<file path="src/rtl/div_pkg.sv">
// Shared types and constants for the multi-cycle RV32M divider.
package div_pkg;

  typedef enum logic [1:0] {
    DIV  = 2'b00,
    DIVU = 2'b01,
    REM  = 2'b10,
    REMU = 2'b11
  } div_op_e;

  typedef enum logic [1:0] {
    IDLE = 2'b00,
    CALC = 2'b01,
    DONE = 2'b10
  } div_state_e;

  localparam logic [31:0] DIV_ZERO_Q = 32'hFFFF_FFFF;
  localparam logic [31:0] OVF_Q      = 32'h8000_0000;
  localparam logic [31:0] INT_MIN    = 32'h8000_0000;

endpackage

</file>
<file path="src/rtl/div_step.sv">
// One radix-2 restoring division step: shift in a dividend bit, trial-subtract the divisor.
module div_step #(
  parameter int WIDTH = 32
) (
  input  logic [WIDTH-1:0] rem,
  input  logic             din,
  input  logic [WIDTH-1:0] divisor_mag,
  output logic [WIDTH-1:0] rem_next,
  output logic             q_bit
);

  logic [WIDTH:0] rem_tmp;
  logic [WIDTH:0] diff;

  always_comb begin
    rem_tmp = {rem, din};
    diff    = rem_tmp - {1'b0, divisor_mag};
    // A borrow out of the top bit means the trial subtract went negative; restore.
    q_bit   = ~diff[WIDTH];
    rem_next = q_bit ? diff[WIDTH-1:0] : rem_tmp[WIDTH-1:0];
  end

endmodule

</file>
<file path="src/rtl/seq_divider32.sv">
// Sequential 32-bit divider for DIV/DIVU/REM/REMU: one quotient bit per clock,
// with a single-cycle fast path for divide-by-zero and signed overflow.
module seq_divider32
  import div_pkg::*;
#(
  parameter int WIDTH = 32,
  parameter int CNT_W = 6
) (
  input  logic             i_clk,
  input  logic             i_rst_n,
  input  logic             i_start,
  input  logic [1:0]       i_op,
  input  logic [WIDTH-1:0] i_dividend,
  input  logic [WIDTH-1:0] i_divisor,
  output logic             o_busy,
  output logic             o_valid,
  output logic [WIDTH-1:0] o_result
);

  div_state_e       state;
  logic [CNT_W-1:0] cnt;
  logic [WIDTH-1:0] rem_q;
  logic [WIDTH-1:0] quo_q;
  logic [WIDTH-1:0] dmag_q;
  logic             is_rem_q;
  logic             neg_q_q;
  logic             neg_r_q;

  logic [WIDTH-1:0] step_rem;
  logic             step_q;
  logic [WIDTH-1:0] quo_next;

  div_op_e          op_in;
  logic             op_signed;
  logic             a_neg;
  logic             b_neg;
  logic             div_zero;
  logic             sgn_ovf;
  logic [WIDTH-1:0] fast_res;
  logic [WIDTH-1:0] final_res;

  // Two's-complement negate when en is set; used for operand magnitudes and sign fix-up.
  function automatic logic [WIDTH-1:0] cond_neg(input logic [WIDTH-1:0] v, input logic en);
    logic signed [WIDTH-1:0] sv;
    sv = v;
    return en ? -sv : v;
  endfunction

  div_step #(.WIDTH(WIDTH)) u_step (
    .rem         (rem_q),
    .din         (quo_q[WIDTH-1]),
    .divisor_mag (dmag_q),
    .rem_next    (step_rem),
    .q_bit       (step_q)
  );

  always_comb begin
    op_in     = div_op_e'(i_op);
    op_signed = (op_in == DIV) || (op_in == REM);
    a_neg     = op_signed & i_dividend[WIDTH-1];
    b_neg     = op_signed & i_divisor[WIDTH-1];
    div_zero  = (i_divisor == '0);
    sgn_ovf   = op_signed && (i_dividend == INT_MIN) && (i_divisor == '1);
    if (div_zero) fast_res = i_op[1] ? i_dividend : DIV_ZERO_Q;
    else          fast_res = i_op[1] ? '0 : OVF_Q;
    quo_next  = {quo_q[WIDTH-2:0], step_q};
    final_res = is_rem_q ? cond_neg(step_rem, neg_r_q) : cond_neg(quo_next, neg_q_q);
  end

  always_ff @(posedge i_clk or negedge i_rst_n) begin
    if (!i_rst_n) begin
      state    <= IDLE;
      cnt      <= '0;
      rem_q    <= '0;
      quo_q    <= '0;
      dmag_q   <= '0;
      is_rem_q <= 1'b0;
      neg_q_q  <= 1'b0;
      neg_r_q  <= 1'b0;
      o_busy   <= 1'b0;
      o_valid  <= 1'b0;
      o_result <= '0;
    end else begin
      case (state)
        IDLE: begin
          o_valid <= 1'b0;
          if (i_start) begin
            o_busy   <= 1'b1;
            is_rem_q <= i_op[1];
            neg_q_q  <= a_neg ^ b_neg;
            neg_r_q  <= a_neg;
            if (div_zero || sgn_ovf) begin
              o_result <= fast_res;
              o_valid  <= 1'b1;
              state    <= DONE;
            end else begin
              rem_q  <= '0;
              quo_q  <= cond_neg(i_dividend, a_neg);
              dmag_q <= cond_neg(i_divisor, b_neg);
              cnt    <= CNT_W'(WIDTH);
              state  <= CALC;
            end
          end
        end
        // Dividend bits shift out of quo_q's MSB while quotient bits shift into its LSB.
        CALC: begin
          rem_q <= step_rem;
          quo_q <= quo_next;
          cnt   <= cnt - 1'b1;
          if (cnt == CNT_W'(1)) begin
            o_result <= final_res;
            o_valid  <= 1'b1;
            state    <= DONE;
          end
        end
        DONE: begin
          o_valid <= 1'b0;
          o_busy  <= 1'b0;
          state   <= IDLE;
        end
        default: begin
          o_valid <= 1'b0;
          o_busy  <= 1'b0;
          state   <= IDLE;
        end
      endcase
    end
  end

endmodule

</file>
<file path="config.mk">
export PLATFORM = sky130hd
export DESIGN_NAME = seq_divider32
export DESIGN_NICKNAME = d
export VERILOG_FILES = /design/src/rtl/div_pkg.sv /design/src/rtl/div_step.sv /design/src/rtl/seq_divider32.sv
export SDC_FILE = /design/constraint.sdc
export NUM_CORES = 1
export LEC_CHECK = 0
export ABC_AREA = 1
export CAP_MARGIN = 20
export CORE_ASPECT_RATIO = 0.6
export CORE_MARGIN = 2
export CORE_UTILIZATION = 50
export CTS_CLUSTER_SIZE = 8
export DETAILED_ROUTE_END_ITERATION = 10
export GPL_TIMING_DRIVEN = 1
export PLACE_DENSITY_LB_ADDON = 0.2
export SKIP_LAST_GASP = 1
export SLEW_MARGIN = 30
export SYNTH_ARGS = -nofsm -noshare
export SYNTH_HDL_FRONTEND = slang
export SYNTH_SLANG_ARGS = --single-unit
export TNS_END_PERCENT = 1
</file>
<file path="constraint.sdc">
create_clock -name i_clk -period 6.5 [get_ports i_clk]
set_input_delay 1.3 -clock i_clk [delete_from_list [all_inputs] [get_ports i_clk]]
set_output_delay 1.3 -clock i_clk [all_outputs]
set_load 0.03 [all_outputs]
</file>
==> results.toml <==
[status]
status = "finished clean"

[cells_and_area]
final_common_cell = "nand2_1"
areaGrowthSynthToFinish_pct = 13.3
layout_common_cells = "690 x nand2_1, 304 x inv_1, 228 x nor2_1"
drive_gt1_share_pct = 6.75
fin_area_um2 = 15100
final_nets = 2377
final_util_pct = 57.5

[synthesis]
synth_nets = 2318
synth_area_um2 = 13400
synth_cell_types = 54
yosys_warnings = 0
synth_edf_count = 0
synthFlopType = "dfrtp_1"
syn_avg_cell_area_um2 = 6.05
synth_top_area_share_pct = 26.4
async_flop_share_pct = 100
ys_seq_area_share_pct = 26.4
yosys.area.top_type = "dfrtp_1"
synth_top_cells_by_area = "dfrtp_1 26%, nand2_1 19%, inv_1 8.6%"
ys_ff_latch = 141
netlist_instances = 2209

[floorplanning]
top_level_ports = 103
start_util_pct = 50.7
die_area_um2 = 28100
fp.dieH_um = 131
fp-row-count = 46
core_area_um2 = 26400
die_w_um = 215

[detailed_routing]
remaining_drc_errors = 0
met1_length_um = 23400
wl_met2_um = 18000
wire_per_inst_um = 18.1
wl_um = 47900
drt-vias-per-instance = 5.60
top_layer_used = "met5"
vias = 14800
first_iter_violations = 1990
wl_met3_um = 5790
detail-route-antenna-nets = 0
dr.pass1.iters = 6

[clock_tree]
ctsRootBufferMaster = "clkbuf_16"
clockBufferDepth = 2
cts_buffers = 17
cts_setup_buffers = 0
holdBufCountCts = 0
clk_pin_slew_ps = 70
cts_tree = "done"
ctsResizeCount = 0
cts_htree_levels = 4
clk_latency_ps = 450
cts_sinks = 141

[timing]
min_period_ps = 5230
setup_ws_ps = 1270
setup_viol_count_final = 0
fin_crit_sh_pct = 80.4
setup_tns_ps = 0
worst_slew_pin_slew_ps = 912
relSlewSlack_pct = 39.0
slew_viol_final = 0
skew_ps = 15.4
hold_viol_final = 0
clock.fmax_ghz = 0.191
rsz0062_at_grt = "no"

[global_routing]
grt_pass1_wl_um = 73200
grt_remaining_overflow = 0
grt_usage_pct = 34.1
grt_max_degree = 96
grt_pass1_vias = 12700
antenna_found_initial = 6

[place]
dp_slack_ps = 1170
dp_hpwl_um = 37500
placed_area_um2 = 14600
gp_congestion = 0.960
numPortBuffers = 102

[worst_setup_path]
critPathSlowestCell = "fa_1"
critical_path.top_delay_family = "simple AND/OR/NAND/NOR gates"
crit_fanout = 45
cpMostUsedCell = "nand3_1"
critPathCapture = "o_result[26]$_DFFE_PN0P_"
worstSetupStartpointType = "register"
r2r_slack_ps = 1270
slowest_delay_ps = 400
cp.depth = 29
worstRegToRegCells = 29
path_class = "reg2reg"
cp.buffers_inverters = 3
r2r_start = "quo_q[31]$_DFFE_PN0P_"
timing.rr.end = "o_result[26]$_DFFE_PN0P_"
required_ps = 6830
end_kind = "register"
critPathArrivalTime_ps = 5560
startpoint = "quo_q[31]$_DFFE_PN0P_"

[job]
drv_cap = 0

[hold_path]
hp-class = "reg2reg"
[worst min-delay path, stage by stage (launching register included)]
cell and delay (ps):
dfrtp_1 340, nand2_1 50, nand2_1 60
[metal layers]
layer,vias to the layer above,track usage [%]
met1,6823,53.3
met2,731,44.6
met5,-,1.67
met4,4,7.79
met3,64,10.4
li1,7177,-
[Yosys cell counts (12+ instances only)]
master,number
a21oi_1,84
a21oi_2,12
a31oi_1,13
buf_2,14
clkbuf_1,42
dfrtp_1,141
ha_1,39
inv_1,305
nand2_1,691
nand2_2,41
nand3_1,163
nand4_1,22
nor2_1,229
nor2_2,14
nor3_1,34
o21ai_0,157
o22ai_1,34
xnor2_1,17
xor2_1,32
[layout make-up]
type,instances,area (um^2)
fillers,2683,11200
multi-input cells,1677,8290
flip-flops and latches,141,3530
inverters,317,1190
repair buffers,114,1120
clock buffers,19,453
well taps,360,450
clock inverters,12,110
diodes,2,5.00
[how the worst min path moves through the flow]
stage,end,depth (start not counted),from
after detailed placement,o_result[14]$_DFFE_PN0P_,2,o_result[14]$_DFFE_PN0P_
after floorplan,dmag_q[11]$_DFFE_PN0P_,2,dmag_q[11]$_DFFE_PN0P_
final,o_result[6]$_DFFE_PN0P_,2,o_result[6]$_DFFE_PN0P_
after global routing,o_result[6]$_DFFE_PN0P_,2,o_result[6]$_DFFE_PN0P_
after CTS,o_result[7]$_DFFE_PN0P_,2,o_result[7]$_DFFE_PN0P_
after global placement,o_result[7]$_DFFE_PN0P_,2,o_result[7]$_DFFE_PN0P_
[cell families after synthesis]
kind of cell    after synthesis  share of synthesized area [%]
buf+inv                     391                           11.7
simple gates               1243                           40.4
compound gates              345                           14.5
fa+ha+maj                    40                           3.80
xor+xnor                     49                           3.21
flops                       141                           26.4
[flip-flops by register name, indices dropped and copies added (netlist names)]
name / flops
dmag_q: 32
o_result: 32
quo_q: 32
rem_q: 32
cnt: 6
state: 2
is_rem_q: 1
neg_q_q: 1
neg_r_q: 1
o_busy: 1
o_valid: 1
[through the flow]
step / hold slack, ps / instances
after floorplan: 453 / 2209
after global placement: 466 / 2609
after detailed placement: 465 / 2609
after CTS: 488 / 2640
after global routing: 506 / 2640
final: 482 / 2642
Power is left out: the tool's default activity adds up to more than one toggle a clock period on the data nets, which glitch-free logic cannot reach.
